$ cat src/rtl/mips32_mem_arbiter.sv
// mips32_mem_arbiter: shares one single-port memory between loader, MEM stage and fetch.
module mips32_mem_arbiter #(
    parameter int AW = 10,
    parameter int DW = 32,
    parameter int STARVE_LIMIT = 4
) (
    input  logic          clk1,
    input  logic          reset,
    input  logic          dbg_req,
    input  logic          dbg_we,
    input  logic [AW-1:0] dbg_addr,
    input  logic [DW-1:0] dbg_wdata,
    output logic          dbg_gnt,
    output logic          dbg_rvalid,
    input  logic          dm_req,
    input  logic          dm_we,
    input  logic [AW-1:0] dm_addr,
    input  logic [DW-1:0] dm_wdata,
    output logic          dm_gnt,
    output logic          dm_rvalid,
    input  logic          if_req,
    input  logic [AW-1:0] if_addr,
    output logic          if_gnt,
    output logic          if_rvalid,
    output logic [DW-1:0] rdata,
    output logic          mem_en,
    output logic          mem_we,
    output logic [AW-1:0] mem_addr,
    output logic [DW-1:0] mem_wdata,
    input  logic [DW-1:0] mem_rdata,
    output logic          busy
);
    typedef enum logic [1:0] {IDLE, ISSUE, RESP} state_t;
    typedef enum logic [1:0] {O_NONE, O_DBG, O_DM, O_IF} owner_t;
    state_t state, state_n;
    owner_t owner, winner;
    logic [3:0] starve, starve_n;
    logic arb, win_we, live;
    logic [AW-1:0] win_addr;
    logic [DW-1:0] win_wdata;
    always_comb begin
        arb = state != ISSUE;
        winner = dbg_req ? O_DBG : (if_req && starve == 4'(STARVE_LIMIT)) ? O_IF :
                 dm_req ? O_DM : if_req ? O_IF : O_NONE;
        win_we = winner == O_DBG ? dbg_we : winner == O_DM ? dm_we : 1'b0;
        win_addr = winner == O_DBG ? dbg_addr : winner == O_DM ? dm_addr : if_addr;
        win_wdata = winner == O_DBG ? dbg_wdata : winner == O_DM ? dm_wdata : '0;
        starve_n = (!if_req || winner == O_IF) ? 4'd0 :
                   (winner == O_DM && starve != 4'(STARVE_LIMIT)) ? starve + 4'd1 : starve;
        state_n = arb ? (winner != O_NONE ? ISSUE : IDLE) : (mem_we ? IDLE : RESP);
    end
    always_ff @(posedge clk1) begin
        if (reset) begin
            state <= IDLE;
            owner <= O_NONE;
            starve <= '0;
            mem_en <= 1'b0;
            mem_we <= 1'b0;
            mem_addr <= '0;
            mem_wdata <= '0;
        end else begin
            state <= state_n;
            mem_en <= arb && winner != O_NONE;
            mem_we <= arb && win_we;
            if (arb) begin
                owner <= winner;
                starve <= starve_n;
                if (winner != O_NONE) begin
                    mem_addr <= win_addr;
                    mem_wdata <= win_wdata;
                end
            end
        end
    end
    // Reset masks grant/response of an aborted access in the cycle it is asserted.
    assign live = !reset;
    assign dbg_gnt = live && state == ISSUE && owner == O_DBG;
    assign dm_gnt = live && state == ISSUE && owner == O_DM;
    assign if_gnt = live && state == ISSUE && owner == O_IF;
    assign dbg_rvalid = live && state == RESP && owner == O_DBG;
    assign dm_rvalid = live && state == RESP && owner == O_DM;
    assign if_rvalid = live && state == RESP && owner == O_IF;
    assign rdata = (live && state == RESP) ? mem_rdata : '0;
    assign busy = state != IDLE;
endmodule

$ cat config.mk
export PLATFORM = sky130hd
export DESIGN_NAME = mips32_mem_arbiter
export DESIGN_NICKNAME = d
export VERILOG_FILES = /design/src/rtl/mips32_mem_arbiter.sv
export SDC_FILE = /design/constraint.sdc
export NUM_CORES = 1
export LEC_CHECK = 0
export CAP_MARGIN = 20
export CORE_UTILIZATION = 31
export DETAILED_ROUTE_END_ITERATION = 8
export GPL_ROUTABILITY_DRIVEN = 0
export PLACE_DENSITY = 0.86
export SKIP_CTS_REPAIR_TIMING = 1
export SLEW_MARGIN = 20
export SYNTH_ARGS = -nofsm -noshare
export SYNTH_HDL_FRONTEND = slang
export SYNTH_SLANG_ARGS = --single-unit
$ cat constraint.sdc
create_clock -name clk1 -period 3.1 [get_ports clk1]
set_input_delay 0.62 -clock clk1 [delete_from_list [all_inputs] [get_ports clk1]]
set_output_delay 0.62 -clock clk1 [all_outputs]
set_load 0.005 [all_outputs]
==> key figures <==
Clock network
  – CTS tree: done
  – Clock latency on the worst-skew pair: approximately 0.3 ns
  – TritonCTS buffer count: 5
  – Clk root buf: clkbuf_8
  – Clk slew on worst S/H paths: 0.09 ns
  – Number of H-tree levels: 2
  – Clock buffer depth: 2
  – Sink Count: 52

Setup path
  – Arr. time, crit path: 1.92 ns
  – Worst path required time: roughly 2.5 ns
  – Peak fanout along the critical path: 31
  – Critical path capture point type: output pin
  – CP Launch Type: primary input
  – Setup CP Type: in2out

Worst hold path
  – Hold WC Path Type: reg2reg

Place
  – Port Buffers: about 220
  – Placement Setup Slack: approximately 0.5 ns
  – Post-DP HPWL: just under 8000 um
  – Placed cell count: 640

Yosys
  – Post-synth EDFFs: 0
  – Synth Warn #: 0
  – Synth Flop Type: dfxtp_1
  – Synth unique cells: 32
  – Seq/Total Area, Yosys: 0.352
  – Syn Nets: 454
  – Mapped cell area: 0.00296 sq mm
  – Average cell area after synthesis: 9.27 sq um
  – Async S/R FF share, synth: 0
  – Post-synthesis cell count: between 300 and 400
  – Seq cells post-synth: between 50 and 60

Global routing
  – GR Util met1: 0.209
  – Routing usage on met3: 0.0682
  – Largest net degree at the start of global routing: 52
  – Gr busiest metal: met2
  – All-Layer GR Usage: 0.204
  – M2 GR Usage: 0.377
  – First-pass GRT wire length: about 16000 um
  – Vias in the first global route: about 3300
  – Overflow after GRT: 0
  – Initial antenna violation count: 0

Timing
  – Highest achievable clock rate: between 0.3 and 0.4 GHz
  – Tmin final: roughly 2.5 ns
  – RSZ-0062 raised after global routing: no
  – Worst setup margin: between 0.5 and 0.6 ns
  – Final TNS setup: 0 ns
  – Max-slew violation count: 0
  – Clk_skew: around 0.0068 ns
  – Tightest Pin Transition: 0.702 ns
  – Final hold vios: 0
  – Final setup violation count: 0
  – Final worst-path cycle share: 0.820
  – Slew margin rel.: 0.532

Power and ir drop
  – Clock power share: 0.228
  – Final Power: around 1800 uW
  – Leak: roughly 0.0019 uW
  – Comb power frac: 0.344
  – Flop pwr share: 0.428
  – Pwr dens: about 340 mW/mm^2
  – Worst vdd ir: around 220 uV
  – P_int: around 1300 uW
  – Sw power: roughly 510 uW
  – Switching share of power: 0.284

Route
  – Detailed Routing Iterations Pass 1: 4
  – DRC viols: 0
  – Antenna-violating nets left: 0
  – WL per Instance: 16.0 um
  – Total Wirelength: about 10000 um
  – Vias: 3279
  – 1st-iter DRT viols: 116
  – Avg Vias per Cell: 5.06

Floorplanning
  – Die Area: approximately 0.01 sq mm
  – Die Height: between 90 and 100 um
  – Rows: 35
  – Initial core utilization: 0.320
  – Chip Width: around 100 um
  – CORE AREA: between 0.009 and 0.01 sq mm
  – I/O Pins: 216

Cells and area
  – Commonest cells after routing, fill and taps aside: 213 x clkdlybuf4s50_1, 52 x dfxtp_1, 38 x nor2_1, 37 x nor3_1, 32 x and2_1
  – Register area: ~0.0010 sq mm
  – Nets@finish: approximately 650
  – Synth-to-Final Area Change: 78.2%
  – Post-layout util: 0.570
  – Commonest non-fill, non-tap cell in the layout: clkdlybuf4s50_1
  – Antenna Cells: 0
  – Final-layout fill cell count: 800
  – Multi-input logic area: roughly 0.0017 sq mm
  – Share of layout cells above drive strength 1: 0.148
  – Cell Count, Final, Fillers Out: ~650

Flow run
  – Max cap viols: 0

Outcome
  – Status: completed
cells in the mapped netlist, types with 2 or more instances:
cell | number | area share
a211oi_1 | 2 | 0.0051
a21oi_1 | 14 | 0.024
a221oi_1 | 2 | 0.0059
a221oi_2 | 30 | 0.15
a31o_2 | 10 | 0.030
a31oi_1 | 2 | 0.0042
and2_1 | 32 | 0.068
and3_1 | 2 | 0.0042
and3b_1 | 3 | 0.0089
buf_2 | 8 | 0.014
buf_6 | 8 | 0.030
clkbuf_1 | 16 | 0.020
dfxtp_1 | 52 | 0.35
ha_1 | 2 | 0.0085
inv_1 | 2 | 0.0025
nand2_1 | 9 | 0.011
nand3_1 | 5 | 0.0085
nand3b_1 | 12 | 0.030
nand4b_1 | 2 | 0.0059
nor2_1 | 39 | 0.050
nor2b_1 | 10 | 0.021
nor3_1 | 37 | 0.063
nor4b_1 | 2 | 0.0059
o41ai_2 | 10 | 0.055
worst max-delay path: stages:
cell and delay, ns:
buf_2 0.11, nor3b_2 0.33, buf_12 0.20, and3b_1 0.16
clkdlybuf4s50_1 0.49
stage by stage:
step                hold slack (ns)  area (sq um)
finish                        0.435          5270
global route                  0.455          5270
CTS                           0.446          5270
detailed placement            0.431          5170
global placement              0.429          5170
floorplan                     0.422          2960
cell families (layout without fill, tap and decap cells):
family	Yosys count	in the layout	synth area share
compound gates	70	70	0.276
fa+ha+maj	2	2	0.00846
buf+inv	35	235	0.0681
flops	52	52	0.352
simple gates	160	160	0.295
sequential cells by signal, summed over array words and instances, names as in the netlist:
register and count:
mem_addr 10, mem_en 1, mem_wdata 32, mem_we 1, owner 2, starve 4, state 2
cell type report:
class / instances / area share
tap: 129 / 0.0306
timing repair buffer: 225 / 0.426
inverter: 2 / 0.00142
clock buffer: 7 / 0.0164
multi-input combinational: 232 / 0.327
clock inverter: 1 / 0.00142
sequential: 52 / 0.198
metal layers:
| layer | routed length [um] | up-vias |
|---|---|---|
| met5 | 0 | - |
| met4 | 257 | 0 |
| met3 | 867 | 20 |
| met2 | 5300 | 158 |
| met1 | 3930 | 1537 |
| li1 | - | 1564 |
final timing paths:
path / endpoint / depth (start not counted) / from / slack, ns
worst max-delay path: dm_rvalid / 5 / reset / 0.56
worst max register to register: mem_wdata[14] / 5 / state[0] / 1.34
worst min register to register: state[1] / 1 / mem_we / 0.44
worst min-delay path: state[1] / 1 / mem_we / 0.44
power by group through the flow:
| stage | combinational [uW] | sequential, uW | clock, uW |
|---|---|---|---|
| 3_3_place_gp | 606 | 783 | 0 |
| 6_report | 620 | 770 | 410 |
| 3_5_place_dp | 623 | 785 | 0 |
| 2_1_floorplan | 257 | 785 | 0 |
| 4_1_cts | 626 | 771 | 426 |
| 5_1_grt | 667 | 778 | 461 |
(Power assumes the default switching activity.)
